File: src/rtl/reg_sel_pkg.sv
// Shared constants, source encodings and idle values for the register-select decoder.
package reg_sel_pkg;

  localparam int NUM_REGS  = 8;
  localparam int REG_IDX_W = 3;

  typedef logic [REG_IDX_W-1:0] reg_idx_t;
  typedef logic [NUM_REGS-1:0]  reg_vec_t;

  typedef enum logic [1:0] {
    SRC_USEQ = 2'd0,
    SRC_OP0  = 2'd1,
    SRC_OP1  = 2'd2,
    SRC_OP2  = 2'd3
  } oe_src_e;

  typedef enum logic {
    LSRC_USEQ = 1'b0,
    LSRC_OP0  = 1'b1
  } load_src_e;

  localparam reg_vec_t OES_IDLE      = 8'h00;
  localparam reg_vec_t NOTLOADS_IDLE = 8'hFF;

endpackage

File: src/rtl/reg_sel_decoder.sv
// 3-to-8 one-hot decoder with an enable; all-zero output when disabled.
module reg_decoder
  import reg_sel_pkg::*;
(
  input  logic     en,
  input  reg_idx_t idx,
  output reg_vec_t onehot
);

  always_comb begin
    onehot = '0;
    if (en) begin
      onehot[idx] = 1'b1;
    end
  end

endmodule

File: src/rtl/reg_sel.sv
// Registered register-file select: muxes the index sources, decodes them and
// registers one-hot output enables and one-cold load strobes.
module reg_sel
  import reg_sel_pkg::*;
(
  input  logic                 clk,
  input  logic                 notReset,
  input  logic                 oe,
  input  logic                 load,
  input  logic [1:0]           oeSourceSel,
  input  logic                 loadSourceSel,
  input  logic [REG_IDX_W-1:0] useqRegSelOe,
  input  logic [REG_IDX_W-1:0] useqRegSelLoad,
  input  logic [REG_IDX_W-1:0] op0,
  input  logic [REG_IDX_W-1:0] op1,
  input  logic [REG_IDX_W-1:0] op2,
  output logic [NUM_REGS-1:0]  regOes,
  output logic [NUM_REGS-1:0]  regNotLoads
);

  reg_idx_t oe_idx;
  reg_idx_t load_idx;
  reg_vec_t oe_dec;
  reg_vec_t load_dec;

  always_comb begin
    oe_idx = useqRegSelOe;
    case (oe_src_e'(oeSourceSel))
      SRC_USEQ: oe_idx = useqRegSelOe;
      SRC_OP0:  oe_idx = op0;
      SRC_OP1:  oe_idx = op1;
      SRC_OP2:  oe_idx = op2;
      default:  oe_idx = useqRegSelOe;
    endcase
  end

  always_comb begin
    load_idx = (load_src_e'(loadSourceSel) == LSRC_OP0) ? op0 : useqRegSelLoad;
  end

  reg_decoder u_oe_dec (
    .en     (oe),
    .idx    (oe_idx),
    .onehot (oe_dec)
  );

  reg_decoder u_load_dec (
    .en     (load),
    .idx    (load_idx),
    .onehot (load_dec)
  );

  // Single register stage keeps the outputs glitch-free; load strobes are active-low.
  always_ff @(posedge clk) begin
    if (!notReset) begin
      regOes      <= OES_IDLE;
      regNotLoads <= NOTLOADS_IDLE;
    end else begin
      regOes      <= oe_dec;
      regNotLoads <= ~load_dec;
    end
  end

endmodule

File: config.mk
export PLATFORM = sky130hd
export DESIGN_NAME = reg_sel
export DESIGN_NICKNAME = d
export VERILOG_FILES = /design/src/rtl/reg_sel_pkg.sv /design/src/rtl/reg_sel_decoder.sv /design/src/rtl/reg_sel.sv
export SDC_FILE = /design/constraint.sdc
export NUM_CORES = 1
export LEC_CHECK = 0
export CAP_MARGIN = 20
export CELL_PAD_IN_SITES_DETAIL_PLACEMENT = 0
export CELL_PAD_IN_SITES_GLOBAL_PLACEMENT = 2
export CORE_ASPECT_RATIO = 1.75
export CORE_MARGIN = 2
export CORE_UTILIZATION = 23
export CTS_CLUSTER_DIAMETER = 40
export DETAILED_ROUTE_END_ITERATION = 16
export PLACE_DENSITY_LB_ADDON = 0.25
export SETUP_SLACK_MARGIN = 0.3
export SKIP_LAST_GASP = 1
export SLEW_MARGIN = 20
export SYNTH_ARGS = -nofsm -noshare
export SYNTH_HDL_FRONTEND = slang
export SYNTH_SLANG_ARGS = --single-unit
File: constraint.sdc
create_clock -name clk -period 2.1 [get_ports clk]
set_input_delay 0.315 -clock clk [delete_from_list [all_inputs] [get_ports clk]]
set_output_delay 0.315 -clock clk [all_outputs]
set_load 0.1 [all_outputs]
**Word-level counts from Yosys, hierarchy flattened**

Index checks and enable logic that the tools add are counted.

- Magnitude comparators: 4
- Eq/ne operators: 3
- Muxes and demuxes: 7
- Bitwise gates (word level): 1
- Reductions and logical operators: 4

Operators with widths:

| operator | count |
|---|---|
| $pmux 3 s4 | 1 |
| $lt 3x4->1 const B | 2 |
| $mux 8 | 1 |
| $not 8->8 | 1 |
| $demux 1 s3 | 2 |
| $ge 3x1->1 const B | 2 |
| $eq 2x2->1 const B | 2 |
| $mux 3 | 1 |
| $eq 2x1->1 const B | 1 |
| $logic_and 1x1->1 | 2 |
| $logic_not 2->1 | 1 |
| $mux 1 | 2 |
| $reduce_and 2->1 | 1 |

- Register bits: 16
- Input bits: 22
- Output and inout port bits: 16
- Word-level logic and storage cells: 21

**Longest topological paths before layout**

- Depth in word-level cells: 7
- Mapped depth: 3

**Hierarchy**

Synthesis repeated with hierarchy kept, for this count alone.

- Cell total of the unflattened synthesis: 55
- Area total of the unflattened synthesis: 709.4 um2

By module, submodules not included:

| module | times used | cells each | area each (um2) | seq. area each (um2) |
|---|---|---|---|---|
| reg_sel | 1 | 39 | 518.0 | 320.3 |
| reg_decoder at u_oe_dec | 1 | 8 | 96.3 | 0.0 |
| reg_decoder at u_load_dec | 1 | 8 | 95.1 | 0.0 |

**Worst setup path before layout**

No wires, ideal clock.

- Kind: input-to-reg
- Start: input port oeSourceSel[0]
- End: register regOes[5]
- Library setup time: 118 ps
- Arrival: 1,125 ps
- Setup slack: 856 ps
- Stages on the path: 2
- Path buffers: 0
- Cell sequence: mux4_2 -> and4b_2

- Cells in the longest elaborated chain, start to end: 6

Ends and longest elaborated chain:

| what | RTL line | RTL |
|---|---|---|
| from (decl) | reg_sel.sv:10 | `input logic [1:0] oeSourceSel,` |
| $eq 2x2->1 (tied with other cells) | reg_sel.sv:28 | `case (oe_src_e'(oeSourceSel))` |
| $pmux 3 s4 (*) | reg_sel.sv:28 |  |
| $lt 3x4->1 (implied by the code) / $ge 3x1->1 (equally long branches) | reg_sel_decoder.sv:13 | `onehot[idx] = 1'b1;` |
| $logic_and 1x1->1 (implied by the code) | reg_sel_decoder.sv:13 |  |
| $mux 1 (implied by the code) | reg_sel_decoder.sv:13 |  |
| $demux 1 s3 (*) | -- |  |
| to (signal assigned) | reg_sel.sv:56 | `regOes <= OES_IDLE;` |
| to (signal assigned) | reg_sel.sv:59 | `regOes <= oe_dec;` |
| to (decl) | reg_sel.sv:17 | `output logic [NUM_REGS-1:0] regOes,` |

Mark *: on every way between the ends. The rest lies on a longest branch, timed or not.
A chain may end at the register's enable or synchronous reset.

**Worst setup path after layout**

Ends and elaborated chain as after synthesis.

==> results by group <==
Synthesis
  • Simple-gate portion of the synthesized area: 0.266
  • Ranking of synthesized cells by area: dfxtp_1 49%, mux4_2 10%, o211ai_1 9.2%, nor4b_2 4.6%, and3b_1 4.0%
  • Mux cell area share after synthesis: 0.137
  • Count leader, synth: dfxtp_1
  • Syn_nets: 72
  • EDFF count, synth: 0
  • Post-synth top area share: 0.493
  • XOR/XNOR Fraction of Synth Area: 0
  • Largest family of logic cells by synthesized area: simple AND/OR/NAND/NOR gates
  • Flip-flop and latch count after synthesis: 16
  • Ys flop type: dfxtp_1
  • Synth Area in Compound Gates: 0.0925
  • Mean Syn Cell Area: between 10 and 15 um2
  • Register area share after synthesis: 0.493
  • Mapped cell area: between 600 and 700 um2
  • Yosys cell types: 18
  • Synth warn: 0
  • Cell taking the most area after synthesis: dfxtp_1
  • Most instantiated cells after synthesis: 16 x dfxtp_1, 8 x o211ai_1, 3 x and3b_1, 3 x mux4_2, 3 x nor3b_1
  • Adder-cell share of the synthesized area: 0
  • Post-synth ARST share: 0
  • Cells after Synth: 50

Worst setup path
  • Crit path cell chain: clkdlybuf4s50_1, mux4_2, and4b_2
  • WP data required: 2.24 ns
  • Worst EP arrival: 1.78 ns
  • Critical Path Max Stage Delay: approximately 0.63 ns
  • Worst path slowest cell: mux4_2
  • Worst setup EP type: register
  • CP max FO: 8
  • CP startpoint kind: input port
  • Crit path kind: in2reg

Global route
  • Antenna violations before repair: 0
  • GRT Resource Usage Total: 0.0961
  • Vias in the first global route: 524
  • Largest net degree at the start of global routing: 11
  • First-pass GRT wire length: approximately 2200 um
  • Gr ovfl total: 0

Place
  • Port buffer count: 37
  • Post-DP HPWL: approximately 1200 um
  • GP Congestion: approximately 0.65
  • Dpl cell area: between 1000 and 1500 um2

STA
  • Period utilization: 0.784
  • Least-Margin Pin Slew: 0.385 ns
  • Fin crit period: approximately 1.6 ns
  • Setup TNS: 0 ns
  • Hold Vio Cnt, Final: 0
  • Max-slew violations: 0
  • RSZ-0062 raised after global routing: false
  • Setup violations, final: 0
  • Fmax: between 600 and 700 MHz
  • Worst rel slew slack: 0.736

Power and ir drop
  • Pwr dens: 661 nW/um2
  • Flop pwr share: 0.452
  • Internal: around 0.51 mW
  • Clock Power Share: 0.317
  • Worst IR Drop VDD: around 0.00023 V
  • Net Sw Power: ~0.19 mW
  • Leak: 0.413 nW
  • Net Sw Frac: 0.270
  • Logic pwr share: 0.231

Cells and area
  • Fill cells: 270
  • Diodes inserted: 0
  • Area Overhead vs Synth: 61.3%
  • Fin nets: about 110
  • Post-route cell area: about 1000 um2
  • Sequential Area: roughly 320 um2
  • Layout cells sized above 1: 0.318
  • Combined area of the multi-input logic cells: 322 um2

Clock network
  • # clock sinks: 16
  • Clock buffer count from CTS: 3
  • CTS Root Buffer Type: clkbuf_8
  • CTS tree: built
  • Post-CTS Setup Bufs: 0
  • Clock-pin slew on the worst setup and hold paths: 0.06 ns
  • CTS Hold Bufs: 0
  • Clk buf depth: 2
  • H-tree depth: 1
  • CTS resizes: 0

Min path
  • Hold path start: oe
  • Worst min-delay path category: in2reg
  • Hold depth: 3
  • Hold endpoint: regOes[0]

Routing
  • Initial DRC Count: 12
  • Vias: between 500 and 600
  • WL/cell: approximately 12 um
  • Vias/cell: roughly 4.8
  • Post-route ant nets: 0
  • DR pass1 iterations: 2
  • DRC: 0
  • WL final: ~1400 um

Die
  • Total core area: 2690 um2
  • DIE WIDTH: between 40 and 50 um
  • # rows: 25
  • Die Y: roughly 74 um
  • Number of I/O pins: 38
  • Die ar.: about 3300 um2
  • Initial Util: 0.241

Flow run
  • Max-cap violation count: 0

Run status
  • Status: finished clean
[registers in the layout, summed over array words and instances, names as in the netlist]
signal and flops:
regNotLoads 8, regOes 8
[worst max-delay path: cells and delay by family]
kind / cells / cell delay [ns]
AND/OR/NAND/NOR: 1 / 0.27
multiplexers: 1 / 0.63
buffers and inverters: 1 / 0.57
[power groups by stage]
stage	clock, mW	sequential, mW	combinational [mW]
after global placement	0	0.319	0.159
after floorplan	0	0.371	0.0455
after global routing	0.235	0.313	0.169
after detailed placement	0	0.319	0.162
after CTS	0.222	0.313	0.162
final	0.219	0.313	0.160
[cells in the final DEF (no fill, tap or decap)]
cell             count
clkdlybuf4s50_1     21
buf_4               16
dfxtp_1             16
o211ai_1             8
mux4_2               3
and3b_1              3
nor3b_1              3
clkbuf_8             3
nor4b_2              2
and2_1               2
and4b_1              2
nand2_1              1
and4bb_1             1
nor4_2               1
and4_2               1
and3_1               1
mux2_2               1
mux2i_1              1
nor3_1               1
and4b_2              1
[stage by stage]
stage | total power, mW | worst slack [ns] | cells | util | hold WS, ns
after floorplan | 0.416 | 0.856 | 50 | - | 0.515
after global routing | 0.716 | 0.367 | 115 | 0.389 | 0.783
final | 0.692 | 0.454 | 115 | 0.389 | 0.760
after global placement | 0.478 | 0.218 | 112 | 0.374 | 0.810
after CTS | 0.696 | 0.444 | 115 | 0.389 | 0.771
after detailed placement | 0.481 | 0.181 | 112 | 0.374 | 0.810
[how the worst max path moves through the flow]
stage / start / to / slack, ns / depth (start not counted)
3_5_place_dp: oeSourceSel[0] / regOes[5] / 0.18 / 3
5_1_grt: oeSourceSel[0] / regOes[0] / 0.37 / 3
3_3_place_gp: oeSourceSel[0] / regOes[5] / 0.22 / 3
6_report: oeSourceSel[0] / regOes[5] / 0.45 / 3
4_1_cts: oeSourceSel[0] / regOes[5] / 0.44 / 3
2_1_floorplan: oeSourceSel[0] / regOes[5] / 0.86 / 2
[cells by family after synthesis]
| kind of cell | count (synthesis) |
|---|---|
| mux | 5 |
| simple gates | 19 |
| compound gates | 8 |
| buf+inv | 2 |
| flops | 16 |
[per-layer routing]
layer,vias up,routed length (um),global-route usage
met2,29,709,0.157
li1,278,-,-
met5,-,0,0
met4,0,71,0.111
met3,4,133,0.0170
met1,240,485,0.0912
[area by class of cell]
class | count | share of cell area
timing repair buffer | 37 | 0.315
multi-input combinational | 32 | 0.307
sequential | 16 | 0.306
clock buffer | 3 | 0.0394
tap | 27 | 0.0323
Note: power is estimated with default switching activity, not from simulation.
